### src/rtl/rv32i_pkg.sv
// Shared encodings for the RV32I core: opcodes, ALU op codes and the multicycle
// control state type.
package rv32i_pkg;

  localparam logic [6:0] OP_R = 7'b0110011;
  localparam logic [6:0] OP_I = 7'b0010011;
  localparam logic [6:0] OP_S = 7'b0100011;
  localparam logic [6:0] OP_L = 7'b0000011;

  // ALU op is {instr[30], funct3}
  localparam logic [3:0] ADD  = 4'b0000;
  localparam logic [3:0] SUB  = 4'b1000;
  localparam logic [3:0] SLL  = 4'b0001;
  localparam logic [3:0] SLT  = 4'b0010;
  localparam logic [3:0] SLTU = 4'b0011;
  localparam logic [3:0] XOR  = 4'b0100;
  localparam logic [3:0] SRL  = 4'b0101;
  localparam logic [3:0] SRA  = 4'b1101;
  localparam logic [3:0] OR   = 4'b0110;
  localparam logic [3:0] AND  = 4'b0111;

  typedef enum logic [3:0] {
    FETCH,
    DECODE,
    R_EXE,
    I_EXE,
    S_EXE,
    S_MEM,
    L_EXE,
    L_MEM,
    L_WB
  } state_e;

  function automatic logic is_supported(input logic [6:0] opcode);
    return (opcode == OP_R) || (opcode == OP_I) || (opcode == OP_S) || (opcode == OP_L);
  endfunction

endpackage

### src/rtl/rv32i_alu_decoder.sv
// Combinational ALU op decode from {opcode, funct3, instr[30]}.
module rv32i_alu_decoder
  import rv32i_pkg::*;
(
  input  logic [6:0] opcode,
  input  logic [2:0] funct3,
  input  logic       bit30,
  output logic [3:0] alu_control
);

  always_comb begin
    alu_control = ADD;
    case (opcode)
      OP_R: alu_control = {bit30, funct3};
      // bit30 is only an opcode modifier for srli/srai; elsewhere it is immediate
      OP_I: alu_control = (funct3 == 3'b101) ? {bit30, funct3} : {1'b0, funct3};
      default: alu_control = ADD;
    endcase
  end

endmodule

### src/rtl/rv32i_multicycle_ctrl.sv
// Multicycle control FSM: sequences fetch, decode and execute/memory/writeback
// for R, I-ALU, lw and sw, driving the datapath enables and selects per state.
module rv32i_multicycle_ctrl
  import rv32i_pkg::*;
(
  input  logic        clk,
  input  logic        reset,
  input  logic [31:0] instr_code,
  output logic        pc_en,
  output logic        ir_en,
  output logic        reg_wr_en,
  output logic        alu_src,
  output logic [3:0]  alu_control,
  output logic        ram_wr_en,
  output logic        rf_wd_src,
  output logic        illegal_instr,
  output logic        instr_done
);

  state_e     state_q, state_d;
  logic [6:0] opcode;
  logic [3:0] dec_alu_control;
  logic       unused_instr_bits;

  assign opcode            = instr_code[6:0];
  assign unused_instr_bits = ^{instr_code[31], instr_code[29:15], instr_code[11:7]};

  rv32i_alu_decoder u_alu_decoder (
    .opcode      (opcode),
    .funct3      (instr_code[14:12]),
    .bit30       (instr_code[30]),
    .alu_control (dec_alu_control)
  );

  always_comb begin
    state_d = FETCH;
    case (state_q)
      FETCH:  state_d = DECODE;
      DECODE: begin
        case (opcode)
          OP_R:    state_d = R_EXE;
          OP_I:    state_d = I_EXE;
          OP_S:    state_d = S_EXE;
          OP_L:    state_d = L_EXE;
          default: state_d = FETCH;
        endcase
      end
      S_EXE:   state_d = S_MEM;
      L_EXE:   state_d = L_MEM;
      L_MEM:   state_d = L_WB;
      default: state_d = FETCH;
    endcase
  end

  // Outputs decode the current state; reset masks them so a half-finished
  // instruction cannot commit a register or memory write.
  always_comb begin
    pc_en         = 1'b0;
    ir_en         = 1'b0;
    reg_wr_en     = 1'b0;
    alu_src       = 1'b0;
    alu_control   = ADD;
    ram_wr_en     = 1'b0;
    rf_wd_src     = 1'b0;
    illegal_instr = 1'b0;
    instr_done    = 1'b0;
    if (!reset) begin
      case (state_q)
        FETCH: ir_en = 1'b1;
        DECODE: begin
          if (!is_supported(opcode)) begin
            illegal_instr = 1'b1;
            pc_en         = 1'b1;
            instr_done    = 1'b1;
          end
        end
        R_EXE, I_EXE: begin
          alu_src     = (state_q == I_EXE);
          alu_control = dec_alu_control;
          reg_wr_en   = 1'b1;
          pc_en       = 1'b1;
          instr_done  = 1'b1;
        end
        S_EXE, L_EXE, L_MEM: alu_src = 1'b1;
        S_MEM: begin
          alu_src    = 1'b1;
          ram_wr_en  = 1'b1;
          pc_en      = 1'b1;
          instr_done = 1'b1;
        end
        L_WB: begin
          alu_src    = 1'b1;
          rf_wd_src  = 1'b1;
          reg_wr_en  = 1'b1;
          pc_en      = 1'b1;
          instr_done = 1'b1;
        end
        default: ;
      endcase
    end
  end

  always_ff @(posedge clk) begin
    if (reset) state_q <= FETCH;
    else       state_q <= state_d;
  end

endmodule

### config.mk
export PLATFORM = sky130hd
export DESIGN_NAME = rv32i_multicycle_ctrl
export DESIGN_NICKNAME = d
export VERILOG_FILES = /design/src/rtl/rv32i_pkg.sv /design/src/rtl/rv32i_alu_decoder.sv /design/src/rtl/rv32i_multicycle_ctrl.sv
export SDC_FILE = /design/constraint.sdc
export NUM_CORES = 1
export LEC_CHECK = 0
export ABC_AREA = 1
export BUFFER_PORTS_ARGS = -buffer_cell sky130_fd_sc_hd__buf_4
export CAP_MARGIN = 20
export CORE_AREA = 2 2 39 41
export CTS_CLUSTER_DIAMETER = 100
export DETAILED_ROUTE_END_ITERATION = 8
export DIE_AREA = 0 0 41 43
export GPL_ROUTABILITY_DRIVEN = 1
export GPL_TIMING_DRIVEN = 0
export PLACE_DENSITY_LB_ADDON = 0.12
export SYNTH_ARGS = -nofsm -noshare
export SYNTH_HDL_FRONTEND = slang
export SYNTH_SLANG_ARGS = --single-unit
### constraint.sdc
create_clock -name clk -period 3.27 [get_ports clk]
set_input_delay 0.4905 -clock clk [delete_from_list [all_inputs] [get_ports clk]]
set_output_delay 0.4905 -clock clk [all_outputs]
set_load 0.02 [all_outputs]
==> impl_metrics.tcl <==
set metrics [dict create \
    status "completed" \
    synth_area_um2 386.6 \
    cp_data_arrival_time_ns 1.37 \
    ys_seq_area_share_pct 20.71 \
    synthMuxAreaShare_pct 0 \
    coreArea_um2 1384 \
    antennaDiodeCount 0 \
    top_layer "met3" \
    route.detailed.drc 0 \
    finalWorstSetupSlack_ns 1.412 \
    slew_violations 0 \
    hpwl_um 808.6 \
    required_ns 2.78 \
    globalplace.congestion 0.7196 \
    path_class "flip-flop to output pin" \
    cts_setup_buffers 0 \
    wl_met2_um 474 \
    insertion_delay_ns 0.23 \
    whs_path_depth 2 \
    viasPerCell 4.425 \
    r2r_cells 4 \
    syn_inst 71 \
    synthXorXnorAreaFrac_pct 0 \
    gr-total-overflow 0 \
    p_leak_nw 0.3284 \
    hold_buffers 0 \
    final.setup.tns_ns 0 \
    setup_viol 0 \
    antenna_found_initial 0 \
    track_usage_pct 12.55 \
    syn_to_final_growth_pct 55.66 \
    synth_compound_area_share_pct 8.414 \
    ir_drop_uv 195.4 \
    syn_nets 105 \
    antenna_left 0 \
    fin_skew_ns 0.004845 \
    cts_tree "built" \
    place_ws_ns 1.451 \
    cts-buffers-inserted 3 \
    die_x_um 41 \
    path_max_fanout 6 \
    design.die.area_um2 1763 \
    fill_cells 158 \
    power_w 0.0001474 \
    start_util_pct 27.94 \
    max_cap_violations 0 \
    num_rows 14 \
    layout_common_cells "buf_4, nand2_1, inv_1, nand3_1, nor2_1" \
    fin_crit_sh_pct 56.83 \
    wl_met3_um 54 \
    cts_sinks 4 \
    die_h_um 43 \
    min-delay-start "state_q[0]" \
    p_per_area_nw_per_um2 244.9 \
    dr.pass1.iters 2 \
    wl_met1_um 404 \
    hold_violations 0 \
    r2r-end "state_q[1]" \
    clockBufferDepth 2 \
    io_buffers 23 \
    drive_above_1_share_pct 37.11 \
    tightestPinTransition_ns 0.2084 \
    hp-class "flip-flop to flip-flop" \
    grt_pass1_vias 389 \
    final_common_cell "buf_4" \
    synth_cell_types 16 \
    routed_wl_um 933 \
    slew_headroom_pct 86.09 \
    placed_area_um2 579.3 \
    num_vias 500 \
    min_to "state_q[3]" \
    synthAdderAreaFrac_pct 0 \
    largest_register_ff_count 4 \
    grt_start_max_net_pins 11 \
    synth-simple-area-share_pct 53.07 \
    ys_ff_latch 4 \
    num_io_pins 46 \
    cp-end-kind "output pin" \
    ctsRootBufferMaster "clkbuf_4" \
    drt_iter0_drc 7 \
    r2r_slack_ns 2.30 \
    min_period_ns 1.858 \
    start_kind "flip-flop" \
    synth_warnings 0 \
    clk_pin_slew_ns 0.04 \
    cts_max_level 1 \
    design_area_um2 601.8 \
    max_freq_mhz 538.1 \
    nNetsFinal 133 \
    syn_avg_cell_area_um2 5.445 \
    synth_top_family_by_area "simple AND/OR/NAND/NOR gates" \
    top_regs "state_q (4)" \
    grt_pass1_wl_um 1490 \
    rsz0062_at_grt "no" \
    r2r-start "state_q[0]" \
    regMostFlops "state_q" \
    ctsResizeCount 0 \
    routedWlPerCell_um 8.257 \
]
-- final cells by class --
type                            count  area, um^2  area share [%]
Sequential cell                     4       80.08           13.31
Tap cell                           16       20.02           3.326
Clock buffer                        3       22.52           3.742
Multi-Input combinational cell     50       237.7           39.50
Timing Repair Buffer               23       172.7           28.69
Inverter                           15       56.30           9.356
Buffer                              2       12.51           2.079
-- how the worst max path moves through the flow --
stage | startpoint | end | cells after the start
floorplan | reset | pc_en | 5
global placement | instr_code[2] | alu_control[0] | 7
detailed placement | instr_code[3] | pc_en | 7
CTS | state_q[0] | pc_en | 6
global route | state_q[2] | pc_en | 8
finish | state_q[1] | pc_en | 7
-- cells in the mapped netlist --
cell,instances,share of area (%)
o211ai_1,1,1.9
nand2_2,1,1.6
a21oi_1,4,5.2
buf_2,1,1.3
nor3_2,1,2.6
inv_2,2,1.9
nor2_4,1,2.9
nand3_1,12,16
nor2_1,10,9.7
nand2_1,15,15
buf_4,1,1.9
inv_1,13,13
nor2_2,3,4.9
o21ai_1,1,1.3
nor3_1,1,1.3
dfxtp_1,4,21
-- critical path, stage by stage (launching register included) --
cell and delay, ns:
dfxtp_1 0.42, nor2_1 0.08, nand3_1 0.14, nand3_1 0.10
nand2_1 0.06, nand2_1 0.06, buf_4 0.13, buf_4 0.14
-- logic make-up after synthesis --
family / count (synthesis)
and+or+nand+nor: 44
buffers and inverters: 17
AOI/OAI and AO/OA: 6
DFF: 4
-- where the power goes --
group / leakage [nW] / switching, W / internal [W]
registers: 0.0325 / 0.00000155 / 0.0000502
logic: 0.282 / 0.0000187 / 0.0000182
clock network: 0.0138 / 0.0000179 / 0.0000409
-- stage by stage --
step | hold slack (ns) | util, % | std cells
3_3_place_gp | 0.5182 | 41.86 | 110
2_1_floorplan | 0.4861 | - | 71
5_1_grt | 0.5514 | 43.49 | 113
3_5_place_dp | 0.5242 | 41.86 | 110
4_1_cts | 0.5248 | 43.49 | 113
6_report | 0.5180 | 43.49 | 113
-- per-layer routing --
| metal | track usage (%) | vias up |
|---|---|---|
| li1 | - | 270 |
| met5 | 0 | - |
| met2 | 19.38 | 13 |
| met4 | 6.000 | 0 |
| met1 | 14.47 | 217 |
| met3 | 4.712 | 0 |
Note: power is estimated with default switching activity, not from simulation.
